File: src/rtl/m_wb_gpio.sv
// Wishbone-classic GPIO: set/clear/toggle outputs, synchronised inputs,
// per-pin edge capture with a level interrupt.
module m_wb_gpio #(
  parameter int              NOUT       = 8,
  parameter int              NIN        = 8,
  parameter int              SYNCSTAGES = 2,
  parameter logic [NOUT-1:0] OUTRESET   = '0
) (
  input  logic            CLK_I,
  input  logic            RST_I,
  input  logic            CYC_I,
  input  logic            STB_I,
  input  logic            WE_I,
  input  logic [2:0]      ADR_I,
  input  logic [31:0]     DAT_I,
  input  logic [3:0]      SEL_I,
  output logic [31:0]     DAT_O,
  output logic            ACK_O,
  input  logic [NIN-1:0]  pin_i,
  output logic [NOUT-1:0] pin_o,
  output logic            irq_o
);

  localparam logic [2:0] ARMCNT = 3'(SYNCSTAGES + 1);

  logic [NOUT-1:0] out_q, out_d;
  logic [NIN-1:0]  ien_q, ien_d;
  logic [NIN-1:0]  pend_q, pend_d;
  logic [NIN-1:0]  esel_q, esel_d;
  logic [NIN-1:0]  prev_q;
  logic [NIN-1:0]  sync_q [SYNCSTAGES];
  logic [2:0]      arm_q, arm_d;
  logic            ack_q, ack_d;
  logic [31:0]     dat_q, dat_d;

  logic            req, wr, armed;
  logic [31:0]     wmask, wdat;
  logic [31:0]     out_w, ien_w, pend_w, esel_w, in_w;
  logic [31:0]     out_n, ien_n, esel_n, clr, rdata;
  logic [NIN-1:0]  in_s, evt;
  logic            unused_bits;

  assign in_s   = sync_q[SYNCSTAGES-1];
  assign req    = CYC_I & STB_I & ~ack_q;
  assign wr     = req & WE_I;
  assign wmask  = {{8{SEL_I[3]}}, {8{SEL_I[2]}}, {8{SEL_I[1]}}, {8{SEL_I[0]}}};
  assign wdat   = DAT_I & wmask;
  assign out_w  = 32'(out_q);
  assign ien_w  = 32'(ien_q);
  assign pend_w = 32'(pend_q);
  assign esel_w = 32'(esel_q);
  assign in_w   = 32'(in_s);
  assign armed  = (arm_q == ARMCNT);

  always_comb begin
    out_n  = out_w;
    ien_n  = ien_w;
    esel_n = esel_w;
    clr    = '0;
    if (wr) begin
      case (ADR_I)
        3'd0:    out_n  = (out_w & ~wmask) | wdat;
        3'd1:    out_n  = out_w | wdat;
        3'd2:    out_n  = out_w & ~wdat;
        3'd3:    out_n  = out_w ^ wdat;
        3'd5:    ien_n  = (ien_w & ~wmask) | wdat;
        3'd6:    clr    = wdat;
        3'd7:    esel_n = (esel_w & ~wmask) | wdat;
        default: ;
      endcase
    end
  end

  always_comb begin
    rdata = '0;
    case (ADR_I)
      3'd0:    rdata = out_w;
      3'd4:    rdata = in_w;
      3'd5:    rdata = ien_w;
      3'd6:    rdata = pend_w;
      3'd7:    rdata = esel_w;
      default: rdata = '0;
    endcase
  end

  // Edge detection uses the registered EDGE value, so a write lands next cycle.
  assign evt    = armed ? ((esel_q & prev_q & ~in_s) | (~esel_q & ~prev_q & in_s)) : '0;
  assign pend_d = (pend_q & ~clr[NIN-1:0]) | evt;
  assign out_d  = out_n[NOUT-1:0];
  assign ien_d  = ien_n[NIN-1:0];
  assign esel_d = esel_n[NIN-1:0];
  assign arm_d  = armed ? arm_q : arm_q + 3'd1;
  assign ack_d  = req;
  assign dat_d  = (req & ~WE_I) ? rdata : '0;

  assign unused_bits = ^{out_n, ien_n, esel_n, clr};

  always_ff @(posedge CLK_I) begin
    if (!RST_I) begin
      out_q  <= OUTRESET;
      ien_q  <= '0;
      pend_q <= '0;
      esel_q <= '0;
      prev_q <= '0;
      arm_q  <= '0;
      ack_q  <= 1'b0;
      dat_q  <= '0;
      for (int i = 0; i < SYNCSTAGES; i++) sync_q[i] <= '0;
    end else begin
      out_q  <= out_d;
      ien_q  <= ien_d;
      pend_q <= pend_d;
      esel_q <= esel_d;
      prev_q <= in_s;
      arm_q  <= arm_d;
      ack_q  <= ack_d;
      dat_q  <= dat_d;
      sync_q[0] <= pin_i;
      for (int i = 1; i < SYNCSTAGES; i++) sync_q[i] <= sync_q[i-1];
    end
  end

  assign DAT_O = dat_q;
  assign ACK_O = ack_q;
  assign pin_o = out_q;
  assign irq_o = |(pend_q & ien_q);

endmodule

File: config.mk
export PLATFORM = sky130hd
export DESIGN_NAME = m_wb_gpio
export DESIGN_NICKNAME = d
export VERILOG_FILES = /design/src/rtl/m_wb_gpio.sv
export SDC_FILE = /design/constraint.sdc
export NUM_CORES = 1
export LEC_CHECK = 0
export CELL_PAD_IN_SITES_DETAIL_PLACEMENT = 0
export CELL_PAD_IN_SITES_GLOBAL_PLACEMENT = 2
export CORE_UTILIZATION = 29
export DETAILED_ROUTE_END_ITERATION = 10
export GPL_ROUTABILITY_DRIVEN = 0
export PLACE_DENSITY = 0.91
export REMOVE_ABC_BUFFERS = 1
export SLEW_MARGIN = 0
export SYNTH_ARGS = -nofsm -noshare
export SYNTH_HDL_FRONTEND = slang
export SYNTH_SLANG_ARGS = --single-unit
File: constraint.sdc
create_clock -name CLK_I -period 2.04 [get_ports CLK_I]
set_input_delay 0.612 -clock CLK_I [delete_from_list [all_inputs] [get_ports CLK_I]]
set_output_delay 0.612 -clock CLK_I [all_outputs]
set_load 0.02 [all_outputs]
# Yosys cells after proc, flatten, opt, wreduce, memory -nomap -nowiden
# Memory sizes are Yosys's and may differ from the RTL's.
# Index checks and enable logic that the tools add are counted.
dict set report totals {
  reg_bits 76
  ram_bits 16
  elab_cells 66
  n_memories 1
}
# memory depth word_bits rd rd_clocked_by_memory_dff write_ports line_no
set mem_list {}
lappend mem_list {sync_q 2 8 2 0 2 31} ;# logic [NIN-1:0] sync_q [SYNCSTAGES];
dict set report classes {
  add_sub_neg 1
  eq_ne 8
  n_mux 9
  bitwise_logic 32
  reduce_logical 7
}
# operator count
set op_table {}
lappend op_table {{$and A8 B8 Y8} 11}
lappend op_table {{$not A8 Y8} 6}
lappend op_table {{$or A8 B8 Y8} 6}
lappend op_table {{$mux W8} 5}
lappend op_table {{$pmux W8 S5} 1}
lappend op_table {{$pmux W8 S4} 1}
lappend op_table {{$eq A3 B3 Y1 const B} 4}
lappend op_table {{$eq A3 B2 Y1 const B} 3}
lappend op_table {{$reduce_and A2 Y1} 4}
lappend op_table {{$reduce_or A8 Y1} 1}
lappend op_table {{$xor A8 B8 Y8} 1}
lappend op_table {{$and A1 B1 Y1} 4}
lappend op_table {{$reduce_bool A4 Y1} 1}
lappend op_table {{$add A3 B1 Y3 const B} 1}
lappend op_table {{$eq A3 B1 Y1 const B} 1}
lappend op_table {{$logic_not A3 Y1} 1}
lappend op_table {{$mux W1} 2}
lappend op_table {{$not A1 Y1} 2}
lappend op_table {{$or A1 B1 Y1} 2}

# Logic depth before layout (Yosys ltp)
dict set report logic_depth {
  ltp_word 7
  ltp_mapped 7
  mapped_depth_nobuf 5
}

# Least setup slack after synthesis
# No wires, ideal clock.
dict set report synth_path {
  path_kind {in2reg}
  start {input port SEL_I[0]}
  end {register out_q[0], in the netlist pin_o[0]}
  arrival_ns 1.658
  required_ns 1.918
  setup_slack_ns 0.261
  path_stages 7
  path_cell_list {buf_4 buf_2 nand2_1 ha_1 nand2b_1 a21oi_1 o311a_1}
}
dict set report synth_via {
  elab_chain_cells 4
  elab_cells_between_ends 9
  classes_between {mux: 1; bitwise: 8}
}
# item line_no
set synth_lines {}
lappend synth_lines {{start, declared} 16} ;# input logic [3:0] SEL_I,
lappend synth_lines {{$and A8 B8 Y8 or $not A8 Y8 (tied branches)} {47, 62}}
lappend synth_lines {{$not A8 Y8 or $and A8 B8 Y8 (tied branches)} {64, 62}}
lappend synth_lines {{$and A8 B8 Y8 or $or A8 B8 Y8 (tied branches)} {64, 62}}
lappend synth_lines {{$pmux W8 S4 (*)} 61} ;# case (ADR_I)
lappend synth_lines {{end signal, assigned} 110} ;# out_q <= out_d;
lappend synth_lines {{end, declared} 26} ;# logic [NOUT-1:0] out_q, out_d;
# Every way passes the cells marked *; elsewhere a longest branch is shown, timed or not.
# A chain may end at the register's enable or synchronous reset.

# Worst setup path in the final report
dict set report layout_path {
  start {register out_q[3], in the netlist pin_o[3]}
  end {output port pin_o[3]}
}
# item line_no
set layout_rtl {}
lappend layout_rtl {{end, declared} 20} ;# output logic [NOUT-1:0] pin_o,
# No word-level cell between the ends.

==> impl_metrics.yaml <==
timing:
  fmax_ghz: 0.5043
  worst_slack_ps: 57.07
  period_needed_ps: 1983
  hold_viol_final: 0
  slew_headroom_pct: 52.30
  fin_worst_skew_ps: 5.571
  fin_crit_sh_pct: 97.20
  finalSetupViolCount: 0
  finalMaxSlewViolations: 0
  rsz0062_at_grt: "false"
  tightest_slew_ps: 714.0
  finalSetupTns_ps: 0
layout:
  fin_nets: 513
  area_growth_pct: 30.14
  drive_above_1_share_pct: 16.96
  final_cell_mix: "dfxtp_1 (68), buf_4 (45), nand2_1 (42)"
  antennaDiodeCount: 0
  final_common_cell: "dfxtp_1"
setup_path:
  max_stage_delay_ps: 640
  crit_start: "pin_o[3]$_SDFFE_PN0P_"
  required_ps: 1430
  rr_worst_depth: 5
  path_buf_inv: 1
  worst-setup-path-type: "reg -> out"
  crit_path_start_kind: "register"
  r2r_setup_slack_ps: 580
  critPathCaptureType: "output pin"
  critPathArrivalTime_ps: 1370
  cp_slowest_cell: "clkdlybuf4s50_1"
  crit_path_cell_trace: "clkdlybuf4s50_1"
  r2r_start: "ACK_O$_SDFF_PN0_"
  path_delay_family: "buffers and inverters"
  path_max_fanout: 5
place:
  place_ws_ps: -225.9
  hpwl_um: 6432
  port_buffers: 42
floorplanning:
  io-pin-count: 94
  core_mm2: 0.01156
  start_util_pct: 30.01
  die_height_um: 111.4
  die_area_mm2: 0.01241
  rows: 39
  die_w_um: 111.4
global_route:
  grt_overflow: 0
  track_usage_pct: 15.09
  grt_pass1_wl_um: 14580
  grt_max_degree: 41
  grt_antenna_before_repair: 0
  grt_pass1_vias: 2953
cts:
  cts_setup_buffers: 0
  cts-root-buf: "clkbuf_16"
  path_clk_slew_ps: 50
  h-tree-depth: 3
  clock_latency_ps: 320
  cts_tree: "built"
  numCtsBuffers: 9
  cts_buffer_depth: 2
  clock_sinks: 68
pwr:
  p_switching_mw: 0.7904
  ir_drop_v: 0.0003765
  switching_share_pct: 24.76
  cellLeakagePower_nw: 1.910
  seqPwrFrac_pct: 43.8
  clkPwrFrac_pct: 42.9
  power_frac_comb_pct: 13.3
  power.density_mw_per_mm2: 706.8
  p_int_mw: 2.402
synthesis:
  synth_cell_type_count: 42
  synth_top_family_by_area: "simple AND/OR/NAND/NOR gates"
  yosysSeqAreaShare_pct: 39.22
  yosys-top-cells-area: "dfxtp_1 (39%), mux2i_1 (6.9%), buf_4 (5.4%)"
  synthFlopType: "dfxtp_1"
  yosysWarnings: 0
  synth.avg_cell_area_um2: 9.158
  netlist_area_mm2: 0.003471
  async_reset_ff_share_pct: 0
  synth_compound_area_share_pct: 19.54
  synth_top_area_share_pct: 39.22
  synth_edf_count: 0
  synth_fa_ha_area_share_pct: 3.605
  yosys.area_share.xor_xnor_pct: 0.2523
  yosys_register_bits: 68
  synth_cells: 379
  yosys.area_share.simple_pct: 21.27
  synthMuxAreaShare_pct: 6.921
  yosys.area.top_type: "dfxtp_1"
routing:
  antenna_left: 0
  drtPass1Iterations: 7
  drtIter0Drc: 160
  viasPerCell: 5.007
  routedWlPerCell_um: 14.99
  routed_wl_um: 8947
  drc: 18
  via_count: 2989
worst_hold_path:
  hp-start: "sync_q[0][5]$_SDFF_PN0_"
  whs_path_depth: 1
  hold_end: "sync_q[0][13]$_SDFF_PN0_"
  hold_path.class: "reg -> reg"
status:
  violations: "design-rule violations"
  status: "finished, violations left"
flow_run:
  cap_viol_max_count: 0
==> worst max-delay path by stage <==
| stage | endpoint | cells past startpoint |
|---|---|---|
| after floorplan | register | 3 |
| after global placement | pin_o[1]$_SDFFE_PN0P_ | 4 |
| after detailed placement | register | 6 |
| after CTS | irq_o | 3 |
| after global routing | pin_o[6] | 1 |
| final | pin_o[3] | 1 |
==> power groups by stage <==
stage                     sequential (mW)  clock [mW]  combinational [mW]
after global placement               1.43           0               0.415
after global routing                 1.40        1.47               0.462
final                                1.40        1.37               0.424
after CTS                            1.40        1.40               0.426
after detailed placement             1.43           0               0.423
after floorplan                      1.43           0               0.183
==> logic make-up (layout without fill, tap and decap cells) <==
| group | after synthesis | in the layout |
|---|---|---|
| AND/OR/NAND/NOR | 128 | 128 |
| multiplexers | 24 | 24 |
| buffers and inverters | 54 | 106 |
| other | 1 | 24 |
| flip-flops | 68 | 68 |
| XOR/XNOR | 1 | 1 |
| adder cells (fa/ha/maj) | 10 | 10 |
| AO/OA/AOI/OAI | 93 | 93 |
==> metrics by stage <==
| step | util, % | std cells | area (µm²) | power (mW) | hold WS, ps |
|---|---|---|---|---|---|
| CTS | 39.00 | 597 | 4511 | 3.229 | 431.4 |
| global route | 39.06 | 597 | 4517 | 3.336 | 438.4 |
| finish | 39.06 | 597 | 4517 | 3.193 | 430.0 |
| floorplan | - | 350 | 3252 | 1.609 | 411.8 |
| global placement | 36.70 | 583 | 4244 | 1.840 | 413.7 |
| detailed placement | 36.70 | 583 | 4244 | 1.850 | 418.5 |
==> cells in the mapped netlist, drive strengths merged (9+ instances only) <==
cell type / number
a21oi: 17
nand3: 10
buf: 38
o21bai: 9
o311a: 16
nor2b: 9
clkbuf: 14
mux2i: 24
nand2: 43
o21ai: 9
dfxtp: 68
and2: 26
ha: 10
==> timing repair <==
| action | in CTS | in global routing |
|---|---|---|
| hold buffers | 0 | 0 |
| setup endpoints to repair | 1 | 5 |
| gates resized for setup | 3 | 6 |
| hold endpoints to repair | 0 | 0 |
==> final cells by class <==
cell class	count	area, µm²
clock inverters	3	15.01
fillers	1146	7048
inverters	2	10.01
clock buffers	11	242.7
well taps	143	178.9
multi-input cells	280	1891
repair buffers	90	818.3
flip-flops and latches	68	1361
==> routing by layer <==
metal	vias to the layer above	wire, µm	GRT usage, %
met1	1446	4143	18.83
li1	1451	-	-
met2	82	4265	24.63
met5	-	0	0
met4	0	109	5.856
met3	10	429	4.246
(Power assumes the default switching activity.)
